**config.mk**
```make
export PLATFORM = sky130hd
export DESIGN_NAME = piso_frame_shifter
export DESIGN_NICKNAME = d
export VERILOG_FILES = /design/src/rtl/piso_frame_shifter.sv
export SDC_FILE = /design/constraint.sdc
export NUM_CORES = 1
export LEC_CHECK = 0
export CAP_MARGIN = 10
export CELL_PAD_IN_SITES_DETAIL_PLACEMENT = 1
export CELL_PAD_IN_SITES_GLOBAL_PLACEMENT = 1
export CORE_MARGIN = 10
export CORE_UTILIZATION = 40
export CTS_BUF_LIST = sky130_fd_sc_hd__clkbuf_4
export DETAILED_ROUTE_END_ITERATION = 7
export PLACE_DENSITY_LB_ADDON = 0.08
export SYNTH_ARGS = -nofsm -noshare
export SYNTH_HDL_FRONTEND = slang
export SYNTH_SLANG_ARGS = --single-unit
```
**constraint.sdc**
```tcl
create_clock -name clk -period 2.4 [get_ports clk]
set_input_delay 0.6 -clock clk [delete_from_list [all_inputs] [get_ports clk]]
set_output_delay 0.6 -clock clk [all_outputs]
set_load 0.01 [all_outputs]
```
**src/rtl/piso_frame_shifter.sv**
```systemverilog
//------------------------------------------------------------------------------
// piso_frame_shifter
//
// Parallel-in / serial-out framing stage. A WIDTH-bit word is accepted over a
// valid/ready handshake and then emitted one bit per enabled cycle on `sout`.
// `sout` feeds the `d` input of the downstream flip-flop stage.
//
// Optional feature macro: PISO_PARITY_EN
//   defined   -> one even-parity bit (XOR of the data bits, computed when the
//                word is loaded) is appended after the last data bit. A frame
//                is then WIDTH+1 bits long and `frame_done` pulses on the
//                parity bit.
//   undefined -> a frame is WIDTH bits long and no parity logic exists.
//
// Parameters
//   WIDTH      data bits per frame (2..32)
//   MSB_FIRST  1: bit WIDTH-1 goes out first, 0: bit 0 goes out first
//
// Ports
//   clk         rising-edge clock
//   rst         asynchronous active-low reset. Assertion clears the stage at
//               once; release is taken at a clock edge
//   load_valid  upstream word available
//   load_data   word to serialize, sampled only on an accepted load
//   load_ready  stage accepts a word at the next rising edge
//   shift_en    bit-rate enable; the current bit advances only when 1
//   sout        current serial bit (0 when no frame is active)
//   sout_valid  sout carries a frame bit
//   frame_done  high in the cycle whose closing edge consumes the final bit
//   dbg_state   registered FSM state (0 = IDLE, 1 = SHIFT) for observation
//
// Handshake: a word transfers on every rising edge where load_valid and
// load_ready are both 1, and only then. load_ready depends on registered
// state and shift_en, never on load_valid or load_data. While load_valid=1
// and load_ready=0 the producer holds load_data stable.
//------------------------------------------------------------------------------
module piso_frame_shifter #(
  parameter int WIDTH     = 8,
  parameter int MSB_FIRST = 1
) (
  input  logic             clk,
  input  logic             rst,
  input  logic             load_valid,
  input  logic [WIDTH-1:0] load_data,
  output logic             load_ready,
  input  logic             shift_en,
  output logic             sout,
  output logic             sout_valid,
  output logic             frame_done,
  output logic             dbg_state
);

`ifdef PISO_PARITY_EN
  localparam int FRAME = WIDTH + 1;
`else
  localparam int FRAME = WIDTH;
`endif

  // Sized for WIDTH+1 so the parity build still fits FRAME-1 in the counter.
  localparam int                CNT_W    = $clog2(WIDTH + 1);
  localparam logic [CNT_W-1:0]  CNT_LAST = CNT_W'(FRAME - 1);
  localparam logic [CNT_W-1:0]  CNT_ONE  = CNT_W'(1);

  typedef enum logic {
    ST_IDLE  = 1'b0,
    ST_SHIFT = 1'b1
  } state_e;

  state_e            state_q, state_d;
  logic [FRAME-1:0]  sreg_q,  sreg_d;
  logic [CNT_W-1:0]  cnt_q,   cnt_d;

  logic [FRAME-1:0]  load_frame;
  logic [FRAME-1:0]  sreg_shifted;
  logic              cur_bit;
  logic              last_bit;

  // Word as it sits in the shift register: the bit that goes out first is at
  // the end the register shifts out of, and the parity bit (when built in) is
  // placed at the opposite end so it leaves last.
  always_comb begin
`ifdef PISO_PARITY_EN
    if (MSB_FIRST != 0) begin
      load_frame = {load_data, ^load_data};
    end else begin
      load_frame = {^load_data, load_data};
    end
`else
    load_frame = load_data;
`endif
  end

  always_comb begin
    if (MSB_FIRST != 0) begin
      cur_bit      = sreg_q[FRAME-1];
      sreg_shifted = {sreg_q[FRAME-2:0], 1'b0};
    end else begin
      cur_bit      = sreg_q[0];
      sreg_shifted = {1'b0, sreg_q[FRAME-1:1]};
    end
  end

  assign last_bit = (state_q == ST_SHIFT) && (cnt_q == '0);

  // Next-state and output decode.
  //
  // On the last bit load_ready also requires shift_en: with shift_en=0 the
  // last bit is still being held on sout, so taking a new word that cycle
  // would either drop that bit or accept a word without capturing it.
  always_comb begin
    state_d    = state_q;
    sreg_d     = sreg_q;
    cnt_d      = cnt_q;
    load_ready = 1'b0;
    sout       = 1'b0;
    sout_valid = 1'b0;
    frame_done = 1'b0;

    unique case (state_q)
      ST_IDLE: begin
        load_ready = 1'b1;
        if (load_valid) begin
          sreg_d  = load_frame;
          cnt_d   = CNT_LAST;
          state_d = ST_SHIFT;
        end
      end

      ST_SHIFT: begin
        sout_valid = 1'b1;
        sout       = cur_bit;
        if (shift_en) begin
          if (last_bit) begin
            frame_done = 1'b1;
            load_ready = 1'b1;
            if (load_valid) begin
              // Back-to-back frame: next word's first bit follows directly.
              sreg_d  = load_frame;
              cnt_d   = CNT_LAST;
              state_d = ST_SHIFT;
            end else begin
              sreg_d  = '0;
              state_d = ST_IDLE;
            end
          end else begin
            sreg_d = sreg_shifted;
            cnt_d  = cnt_q - CNT_ONE;
          end
        end
      end

      default: begin
        state_d = ST_IDLE;
        sreg_d  = '0;
        cnt_d   = '0;
      end
    endcase
  end

  always_ff @(posedge clk or negedge rst) begin
    if (!rst) begin
      state_q <= ST_IDLE;
      sreg_q  <= '0;
      cnt_q   <= '0;
    end else begin
      state_q <= state_d;
      sreg_q  <= sreg_d;
      cnt_q   <= cnt_d;
    end
  end

  assign dbg_state = state_q;

endmodule

```
==> metrics.yaml <==
outcome: "finished, final reports clean"
netlist_instances: 65
area_growth_pct: 34.3
die_area_sq_um: 3880
syn_nets: 79
grt_max_degree: 14
crit_family: "buffers and inverters"
drc: 0
worstMarginPinSlew_ns: 0.609
synth_top_cells_by_count: "13 x dfrtp_1, 8 x and2_1, 7 x a221o_1"
intPower_w: 0.000570
path_cells: "clkdlybuf4s50_1 -> nand4bb_1 -> nand2_1 -> dlygate4sd2_1"
cp_slowest_stage_delay_ns: 0.53
cts_buffer_depth: 2
yosys_register_bits: 13
synth_compound_area_frac: 0.215
synthAdderAreaFrac: 0.0350
dp_hpwl_um: 1380
synth_xor_area_frac: 0
synthTopCellsByArea: "dfrtp_1 45%, a221o_1 9.8%, and2_1 7.0%"
worstPathArrival_ns: 1.64
synthDistinctLibCells: 27
cts_tree: "done"
gp_congestion: 0.663
synth_top_family_by_area: "simple AND/OR/NAND/NOR gates"
pwr-share-clk: 0.170
pin_count: 17
yosysWarnings: 0
switchingPower_w: 0.000295
fin_worst_skew_ns: 0.00480
drt_first_pass_iters: 4
cpMaxStageDelayCell: "clkdlybuf4s50_1"
clkTransAtPathRegs_ns: 0.08
die_h_um: 62.3
htreeDepth: 1
clock_latency_ns: 0.27
num_antenna_cells: 0
vias_per_cell: 5.19
clockRootBuffer: "clkbuf_4"
netlist_area_sq_um: 716
grt_overflow: 0
setup_ws_ns: 0.156
worstSetupStartpointType: "primary input"
crit_path_end_kind: "output port"
fin_nets: 103
hold_class: "flop to flop"
wl_per_cell_um: 15.7
synth_top_area_share: 0.455
cts_sinks: 13
seqPwrFrac: 0.440
fin_crit_sh: 0.935
synth_edf_count: 0
max_slew_margin: 0.593
cts_hold_buf: 0
cap_violations: 0
coreArea_sq_um: 1710
r2r-start: "cnt_q[0]"
rsz0062_at_grt: "false"
ys_seq_area_frac: 0.455
p_total_w: 0.000866
p_leak_nw: 0.458
cts_made_buffers: 3
track_usage: 0.0946
holdCritStartpoint: "sreg_q[0]"
path_class: "primary input to output port"
hold_violations: 0
antenna_found_initial: 0
instances_no_fill: 113
vias: 587
first_global_vias: 669
swShare: 0.341
grt_pass1_wl_um: 3130
dp.cells: 109
rows: 15
drt-initial-drc-count: 12
synthArstFlopShare: 1.00
synth_ff_type: "dfrtp_1"
critPathLaunch: "shift_en"
io_buffers: 16
fmax_ghz: 0.446
yosys.area.top_type: "dfrtp_1"
fin_crit_ns: 2.24
initial_core_util: 0.419
cp_max_fo: 4
finalMaxSlewViolations: 0
drive_above_1_share: 0.170
n_fill_cell: 191
avgSynthCellArea_sq_um: 11.0
pre_cts_ws_ns: -0.134
worstPathRequired_ns: 1.80
combPwrFrac: 0.390
worstPathBufferInverterCount: 2
ir_drop_v: 0.000574
cellPowerDensity_nw_per_um2: 901
wirelength_um: 1780
die_x_um: 62.3
synth_mux_area_frac: 0.0140
setup_tns_ns: 0
setup_violations: 0
synth_most_common_cell: "dfrtp_1"
synth_simple_gate_area_frac: 0.240
antenna_left: 0
cell families after synthesis:
| group | Yosys count |
|---|---|
| adder cells (fa/ha/maj) | 2 |
| buffers and inverters | 6 |
| AO/OA/AOI/OAI | 17 |
| flip-flops | 13 |
| AND/OR/NAND/NOR | 26 |
| multiplexers | 1 |
worst register-to-register path, cell delays in order, from the launching register on:
cell     delay, ns
dfrtp_1       0.43
inv_1         0.11
ha_1          0.18
nor3b_4       0.19
buf_4         0.18
nor2_2        0.09
a221o_1       0.36
power groups by stage:
stage / Clock, W / Sequential (W) / Combinational (W)
global route: 0.000166 / 0.000397 / 0.000378
global placement: 0 / 0.000383 / 0.000330
floorplan: 0 / 0.000365 / 0.000234
finish: 0.000147 / 0.000381 / 0.000338
CTS: 0.000153 / 0.000382 / 0.000345
detailed placement: 0 / 0.000385 / 0.000345
repair_timing:
| item | CTS | global route |
|---|---|---|
| gates resized for setup | 2 | 0 |
| setup buffers | 0 | 0 |
| setup endpoints to repair | 2 | 0 |
state kept, by name (all words and copies together) (netlist names):
register and flops:
cnt_q 4, dbg_state 1, sreg_q 8
metrics by stage:
step	hold slack (ns)	cell area [sq um]	utilization
floorplan	0.304	716	-
global placement	0.485	933	0.547
detailed placement	0.492	933	0.547
CTS	0.518	961	0.563
global route	0.534	961	0.563
finish	0.518	961	0.563
layer usage:
metal,vias to the layer above,part of all wire,global-route usage
met3,0,0.032,0.0197
met1,287,0.46,0.123
li1,291,-,-
met2,9,0.51,0.154
met5,-,0,0
met4,0,0,0.0251
area by class of cell:
class	instances	area [sq um]	area share
flip-flops and latches	13	325	0.339
repair buffers	22	203	0.211
clock buffers	4	30.0	0.0312
inverters	3	11.3	0.0117
multi-input cells	46	360	0.375
well taps	25	31.3	0.0326
worst paths after layout:
| kind | to | slack [ns] | cells past startpoint |
|---|---|---|---|
| max | load_ready | 0.16 | 4 |
| min | sreg_q[1] | 0.52 | 1 |
| max reg2reg | sreg_q[5] | 0.74 | 6 |
| min reg2reg | sreg_q[1] | 0.52 | 1 |
| max in group asynchronous | sreg_q[2] | 1.30 | 1 |
| min in group asynchronous | dbg_state | 0.71 | 1 |
cell usage in the layout (no fill, tap or decap), drive strengths merged, types with 2 or more instances in the layout:
cell / synthesis / layout
a21oi: 2 / 2
a221o: 7 / 7
and2: 8 / 8
buf: 2 / 6
clkbuf: 1 / 4
clkdlybuf4s50: 0 / 14
dfrtp: 13 / 13
dlygate4sd2: 0 / 2
ha: 2 / 2
inv: 3 / 3
nand2: 3 / 3
nand2b: 3 / 3
nand3: 2 / 2
nor2: 4 / 4
nor3b: 2 / 2
o22ai: 2 / 2
No activity file was read; power rests on OpenSTA's default activity.
